`src/rtl/bcd_arb_pkg.sv`:
```
// Shared types and constants for the BCD conversion arbiter.
// The default requester count lives here so that all users agree on it.
package bcd_arb_pkg;

    localparam int BIN_W         = 4;
    localparam int BCD_W         = 8;
    localparam int DEFAULT_N_REQ = 4;

    typedef enum logic [1:0] {
        EMPTY = 2'd0,
        FULL  = 2'd1,
        STALL = 2'd2
    } state_t;

endpackage

```
`src/rtl/BCD.sv`:
```
// Combinational 4-bit binary to two-digit BCD converter.
// The result is {tens, ones}. The tens digit can only be 0 or 1.
module BCD
    import bcd_arb_pkg::*;
(
    input  logic [BIN_W-1:0] bin,
    output logic [BCD_W-1:0] bcd
);

    always_comb begin
        if (bin > 4'd9) bcd = {4'd1, bin - 4'd10};
        else            bcd = {4'd0, bin};
    end

endmodule

```
`src/rtl/rr_pick.sv`:
```
// Round-robin winner search, purely combinational.
// The search starts one position after last_grant and wraps modulo N_REQ.
module rr_pick #(
    parameter int N_REQ = 4,
    parameter int ID_W  = $clog2(N_REQ)
) (
    input  logic [N_REQ-1:0] valid,
    input  logic [ID_W-1:0]  last_grant,
    output logic [N_REQ-1:0] grant,
    output logic [ID_W-1:0]  idx,
    output logic             any_valid
);

    logic            found;
    logic [ID_W-1:0] cand;

    always_comb begin
        grant     = '0;
        idx       = '0;
        found     = 1'b0;
        cand      = '0;
        any_valid = |valid;
        for (int k = 1; k <= N_REQ; k++) begin
            cand = ID_W'((int'(last_grant) + k) % N_REQ);
            if (!found && valid[cand]) begin
                found       = 1'b1;
                grant[cand] = 1'b1;
                idx         = cand;
            end
        end
    end

endmodule

```
`src/rtl/bcd_conv_arbiter.sv`:
```
// Shares one BCD converter among N_REQ requesters through round-robin arbitration.
// The converted byte goes into a one-entry output register that holds under backpressure.
module bcd_conv_arbiter
    import bcd_arb_pkg::*;
#(
    parameter int N_REQ   = DEFAULT_N_REQ,
    parameter int ID_W    = $clog2(N_REQ),
    parameter int STALL_W = 8
) (
    input  logic                   clk,
    input  logic                   rst,
    input  logic [N_REQ-1:0]       req_valid,
    input  logic [BIN_W*N_REQ-1:0] req_data,
    output logic [N_REQ-1:0]       req_ready,
    output logic                   out_valid,
    input  logic                   out_ready,
    output logic [BCD_W-1:0]       out_data,
    output logic [ID_W-1:0]        out_id,
    output logic [STALL_W-1:0]     stall_cnt,
    output logic                   busy
);

    state_t             state, state_nxt;
    logic [ID_W-1:0]    last_grant;
    logic [ID_W-1:0]    win_idx;
    logic [N_REQ-1:0]   win_onehot;
    logic               any_valid;
    logic               accept;
    logic               fire;
    logic [BIN_W-1:0]   win_data;
    logic [BCD_W-1:0]   win_bcd;

    rr_pick #(
        .N_REQ (N_REQ),
        .ID_W  (ID_W)
    ) u_pick (
        .valid      (req_valid),
        .last_grant (last_grant),
        .grant      (win_onehot),
        .idx        (win_idx),
        .any_valid  (any_valid)
    );

    assign win_data = req_data[BIN_W*win_idx +: BIN_W];

    BCD u_bcd (
        .bin (win_data),
        .bcd (win_bcd)
    );

    // The output register can take a new result whenever the current one leaves this cycle.
    assign out_valid = (state != EMPTY);
    assign accept    = !out_valid || out_ready;
    assign fire      = !rst && accept && any_valid;
    assign req_ready = fire ? win_onehot : '0;
    assign busy      = out_valid || (|req_valid);

    always_comb begin
        state_nxt = state;
        case (state)
            EMPTY:       if (fire) state_nxt = FULL;
            FULL, STALL: begin
                if (!out_ready) state_nxt = STALL;
                else if (fire)  state_nxt = FULL;
                else            state_nxt = EMPTY;
            end
            default:     state_nxt = EMPTY;
        endcase
    end

    always_ff @(posedge clk) begin
        if (rst) begin
            state      <= EMPTY;
        end else begin
            state      <= state_nxt;
        end
    end

    always_ff @(posedge clk) begin
        if (rst) begin
            out_data   <= '0;
            out_id     <= '0;
            last_grant <= ID_W'(N_REQ - 1);
        end else if (fire) begin
            out_data   <= win_bcd;
            out_id     <= win_idx;
            last_grant <= win_idx;
        end
    end

    // Counts consecutive blocked cycles. It saturates instead of wrapping.
    always_ff @(posedge clk) begin
        if (rst || !out_valid || out_ready) begin
            stall_cnt <= '0;
        end else if (stall_cnt != '1) begin
            stall_cnt <= stall_cnt + 1'b1;
        end
    end

endmodule

```
`config.mk`:
```
export PLATFORM = sky130hd
export DESIGN_NAME = bcd_conv_arbiter
export DESIGN_NICKNAME = d
export VERILOG_FILES = /design/src/rtl/bcd_arb_pkg.sv /design/src/rtl/BCD.sv /design/src/rtl/rr_pick.sv /design/src/rtl/bcd_conv_arbiter.sv
export SDC_FILE = /design/constraint.sdc
export NUM_CORES = 1
export LEC_CHECK = 0
export ABC_AREA = 1
export BUFFER_PORTS_ARGS = -buffer_cell sky130_fd_sc_hd__buf_2
export CAP_MARGIN = 40
export CORE_MARGIN = 1
export CORE_UTILIZATION = 49
export CTS_BUF_LIST = sky130_fd_sc_hd__clkbuf_4
export DETAILED_ROUTE_END_ITERATION = 8
export PLACE_DENSITY = 0.79
export SYNTH_ARGS = -nofsm -noshare
export SYNTH_HDL_FRONTEND = slang
export SYNTH_SLANG_ARGS = --single-unit
```
`constraint.sdc`:
```
create_clock -name clk -period 2.5 [get_ports clk]
set_input_delay 0.375 -clock clk [delete_from_list [all_inputs] [get_ports clk]]
set_output_delay 0.375 -clock clk [all_outputs]
set_load 0.05 [all_outputs]
```
## Yosys cells after proc, flatten, opt, wreduce, memory -nomap -nowiden

Index checks and enable logic that the tools add are counted.

- Output and inout bits: 24
- Logic and storage cells: 83
- Register bits: 22
- Input bits: 23

- Reductions and logical operators: 22
- Add/sub/neg operators: 6
- Mux-type cells: 33
- Equality and inequality tests: 4
- Order comparisons: 9
- Bitwise operators: 3
- Shifts and indexed selects: 1

Operator list:

| kind | number |
|---|---|
| 2-to-1 mux 4 bit | 5 |
| variable part select 16 x 5 -> 4 bit | 1 |
| less-than comparator 2 x 3 -> 1 bit, second input constant | 4 |
| 2-to-1 mux 1 bit | 12 |
| 2-to-1 mux 2 bit | 6 |
| bitwise OR 4 bit | 3 |
| logical AND 1 bit | 9 |
| adder 8 x 1 -> 8 bit, second input constant | 1 |
| binary-select mux 1 bit (select 2 bit) | 4 |
| demux 1 bit (select 2 bit) | 4 |
| >= comparator 2 x 1 -> 1 bit, second input constant | 4 |
| != test 8 bit, second input constant | 1 |
| logical NOT 1 bit | 5 |
| 2-to-1 mux 5 bit | 1 |
| adder 2 x 1 -> 2 bit, second input constant | 2 |
| adder 2 bit, second input constant | 2 |
| greater-than comparator 4 bit, second input constant | 1 |
| logical OR 1 bit | 4 |
| case mux 2 bit (2 select lines) | 1 |
| OR reduction 4 bit | 1 |
| subtractor 4 bit, second input constant | 1 |
| == test 2 x 1 -> 1 bit, second input constant | 1 |
| == test 2 bit, second input constant | 1 |
| logical NOT 2 bit | 1 |
| 3 further kinds | 3 |

## Logic depth before layout (Yosys ltp)

- Word-level depth: 16
- Gate-level depth with buffers: 19

## By module

A second synthesis with hierarchy kept.

- Cell total of the unflattened synthesis: 274
- Area total of the unflattened synthesis: 1790.5 µm²

By module, submodules not included:

| module | cells an instance | instances | area an instance (µm²) |
|---|---|---|---|
| bcd_conv_arbiter | 171 | 1 | 1127.3 |
| rr_pick | 83 | 1 | 561.8 |
| BCD | 20 | 1 | 101.3 |

## Least setup slack after synthesis

No wires, ideal clock.

- Path type: register to register
- Start: register last_grant[1]
- End: register out_data[2]
- Buffers on the path: 0
- Clock period less this slack: 2.456 ns
- Library setup time: 0.071 ns
- Stages on the path, launching flop included: 17
- Path slack: 0.044 ns
- Data required time: 2.429 ns
- Arrival: 2.385 ns
- Cells stage by stage: dfxtp_1 > inv_1 > ha_1 > inv_1 > nand3_2 > nand2_4 > nor2_4 > nand2_1 > nand2_1 > nand2_4 > nand2_4 > nand2_1 > nand3_1 > nand2_2 > ha_1 > nand3b_1 > a21oi_1

- Longest elaborated chain between the ends: 16
- Elaborated cells on any way between the ends: 29

Ends and longest elaborated chain:

| element | RTL line | RTL |
|---|---|---|
| start: declaration | bcd_conv_arbiter.sv:24 | `logic [ID_W-1:0] last_grant;` |
| start signal: assignment | bcd_conv_arbiter.sv:83 | `last_grant <= ID_W'(N_REQ - 1);` |
| start signal: assignment | bcd_conv_arbiter.sv:87 | `last_grant <= win_idx;` |
| adder 2 x 1 -> 2 bit | rr_pick.sv:24 | `cand = ID_W'((int'(last_grant) + k) % N_REQ);` |
| binary-select mux 1 bit (select 2 bit) | rr_pick.sv:25 | `if (!found && valid[cand]) begin` |
| 2-to-1 mux 1 bit (not written as such) | rr_pick.sv:25 |  |
| 2-to-1 mux 1 bit | rr_pick.sv:25 |  |
| logical NOT 1 bit | rr_pick.sv:25 |  |
| logical AND 1 bit | rr_pick.sv:25 |  |
| 2-to-1 mux 1 bit | rr_pick.sv:25 |  |
| logical NOT 1 bit | rr_pick.sv:25 |  |
| logical AND 1 bit | rr_pick.sv:25 |  |
| 2-to-1 mux 1 bit | rr_pick.sv:25 |  |
| logical NOT 1 bit | rr_pick.sv:25 |  |
| logical AND 1 bit | rr_pick.sv:25 |  |
| 2-to-1 mux 2 bit (*) | rr_pick.sv:25 |  |
| variable part select 16 x 5 -> 4 bit (*) | bcd_conv_arbiter.sv:44 | `assign win_data = req_data[BIN_W*win_idx +: BIN_W];` |
| subtractor 4 bit or greater-than comparator 4 bit (tied branches) | BCD.sv:11 | `if (bin > 4'd9) bcd = {4'd1, bin - 4'd10};` |
| 2-to-1 mux 5 bit (*) | BCD.sv:11 |  |
| end signal: assignment | bcd_conv_arbiter.sv:85 | `out_data <= win_bcd;` |
| end: declaration | bcd_conv_arbiter.sv:17 | `output logic [BCD_W-1:0] out_data,` |

Mark *: on every way between the ends. The rest lies on a longest branch, timed or not. The select of a mux whose other input is x is not followed.
A chain may end at the register's enable or synchronous reset.

## Worst setup path in the final report

- Start: register last_grant[0]
- End: register out_data[2]

The elaborated chain is that of the path after synthesis.

==> out/results.tsv <==
stage	metric	value	unit
routing	drt-pass1-iter-count	4	
routing	routed_wl	4090	um
grt	grt_overflow_total	0	
yosys	synth.area.mux_share	0	
yosys	synth-seq-cells	19	
routing	num_vias	1695	
timing	finalHoldViolCount	0	
placement	port_buffers	43	
timing	final.min_clock_period	2.48	ns
grt	grt_usage	0.234	
yosys	synth_xor_area_frac	0.00534	
timing	fmax	0.403	GHz
cells_and_area	fillers	299	
die	fp.dieH	59.8	um
grt	antenna_found_initial	0	
worst_hold_path	hold_path_class	input port to flop	
critical_path	end_kind	flop	
yosys	syn_avg_cell_area	6.92	um2
critical_path	critical_path.max_fanout	8	
yosys	ys_seq_area_frac	0.232	
clock_network	cts_buffer_depth	2	
cells_and_area	area_growth	29.2	%
clock_network	path_clk_slew	0.11	ns
grt	grt_pass1_wl	6330	um
timing	fin_tns_setup	0	ns
critical_path	crit_chain	inv_6 > ha_4 > inv_4 > nand3_4 > nand2_8 > buf_6 > nor2_4 > nand2_2 > nand2_2 > nand2_4 > nand2_8 > nand2_1 > nand3_1 > nand2_2 > ha_1 > nand3b_1 > a21oi_2	
cells_and_area	utilization	0.682	
clock_network	cts_hold_buf	0	
timing	rsz0062_at_grt	true	
critical_path	setup.worst_path.start_class	flop	
yosys	ys_types	38	
die	die_w	59.8	um
outcome	outcome	finished, final reports clean	
die	io_pins	47	
cells_and_area	final_area	0.00212	mm2
routing	wire_per_inst	12.2	um
run	drv_cap	0	
yosys	synth-edff-count	0	
yosys	synthFlopType	dfxtp_1	
cells_and_area	nets	327	
critical_path	worst-setup-path-type	flop to flop	
clock_network	clockRootBuffer	clkbuf_4	
cells_and_area	final_cell_mix	nand2_1 (45), buf_2 (39), inv_1 (25), nor2_1 (20), dfxtp_1 (17)	
timing	skew	0.00512	ns
timing	whs	0.348	ns
yosys	yosys.area_share.simple	0.410	
grt	grt_pass1_vias	1504	
yosys	netlist_instances	237	
grt	grt_max_degree	14	
cells_and_area	layout_commonest_cell	nand2_1	
routing	drc	0	
critical_path	cpMostUsedCell	nand2_2	
clock_network	cts_tree	built	
clock_network	cts_buffers	3	
die	core	0.00310	mm2
yosys	synth_top_family_by_area	simple AND/OR/NAND/NOR gates	
clock_network	cts.sinks	19	
yosys	synth-async-reset-ratio	0	
yosys	synth_compound_area_frac	0.150	
yosys	ys_warn_count	0	
routing	postRouteAntennaNets	0	
die	start_util	0.528	
yosys	synth_fa_ha_area_frac	0.0916	
placement	dp.final_hpwl	3000	um
clock_network	htreeDepth	1	
die	die_area	0.00358	mm2
yosys	syn_area	0.00164	mm2
critical_path	cp_data_required_time	2.75	ns
cells_and_area	drive_gt1_frac	0.392	
critical_path	critPathMaxStageDelay	0.39	ns
timing	setup_violations	0	
routing	first_iter_violations	79	
timing	fin_crit_sh	0.993	
die	fp-row-count	20	
routing	vias_per_cell	5.06	
critical_path	crit_arrival	2.73	ns
cells_and_area	n_antenna_cell	0	
timing	drv_slew	0	
placement	routabilityCongestion	0.889	
placement	dpl_cell_area	0.00191	mm2
critical_path	crit_slowest_cell	dfxtp_4	
clock_network	clk_latency	0.31	ns
-- critical path, delay by kind of cell (launching register included) --
family | cells | cell delay [ns]
adder cells (fa/ha/maj) | 2 | 0.56
buffers and inverters | 3 | 0.21
AO/OA/AOI/OAI | 1 | 0.14
flip-flops | 1 | 0.39
AND/OR/NAND/NOR | 11 | 1.13
-- path summary, 6_finish.rpt --
check | depth (start not counted) | to | start | slack, ns
setup reg to reg | 17 | out_data[2]$_SDFFE_PP0P_ | last_grant[0]$_SDFFE_PP1P_ | 0.02
setup / recovery | 17 | out_data[2]$_SDFFE_PP0P_ | last_grant[0]$_SDFFE_PP1P_ | 0.02
hold reg to reg | 2 | out_data[4]$_SDFFE_PP0P_ | out_data[4]$_SDFFE_PP0P_ | 0.47
hold / removal | 4 | state[1]$_SDFFE_PP0P_ | out_ready | 0.35
-- repair_timing --
item                                    4_1_cts  5_1_grt
gates resized for setup                      15       22
buffers inserted                              2        4
endpoints found under the setup margin        5        6
pin swaps                                     1       13
-- flip-flops by register name, indices dropped and copies added, names as in the netlist --
signal / flops
stall_cnt: 8
state: 2
out_data: 5
last_grant: 2
out_id: 2
-- metrics by stage --
step	worst slack, ns	instances
after floorplan	0.0440	239
after global placement	0.131	325
after detailed placement	0.00334	325
after CTS	-0.000000666	331
after global routing	-0.0749	335
final	0.0186	335
-- cells by family (layout without fill, tap and decap cells) --
group / after synthesis / in the layout
simple gates: 123 / 123
compound gates: 40 / 40
xor+xnor: 1 / 1
fa+ha+maj: 12 / 12
buf+inv: 41 / 93
other cells: 1 / 3
flops: 19 / 19
-- metal layers --
| layer | GRT usage | vias up | share of wire |
|---|---|---|---|
| met5 | 0 | - | 0 |
| met4 | 0.0831 | 0 | 0.021 |
| met3 | 0.0584 | 11 | 0.049 |
| met2 | 0.421 | 53 | 0.51 |
| met1 | 0.266 | 758 | 0.42 |
| li1 | - | 873 | - |
-- Yosys cell counts, types with 2 or more instances --
library cell  number  area [um2]
dfxtp_1           19         380
nand2_1           50         188
nand4_1            3        18.8
ha_1              12         150
nand3_1           15        75.1
buf_4              3        22.5
nor2_4             3        33.8
nand2_2           10        62.6
inv_1             29         109
o21ai_0           15        75.1
a22oi_1            2        15.0
nor3_1             3        15.0
nand3_2            9        90.1
nand2_4            4        45.0
inv_2              4        15.0
a21boi_0           2        15.0
nor2_1            20        75.1
clkbuf_1           2        7.51
a21oi_1           12        60.1
a221oi_1           2        17.5
-- area by class of cell --
class / count / area, um2 / area share
clock buffer: 4 / 30.0 / 0.0142
inverter: 35 / 141 / 0.0668
multi-input combinational: 179 / 1180 / 0.559
sequential: 19 / 385 / 0.182
tap: 44 / 55.1 / 0.0260
timing repair buffer: 54 / 323 / 0.152
Power is not shown: default switching activity piles up to over one toggle a cycle in this logic, so the estimate is an artifact.
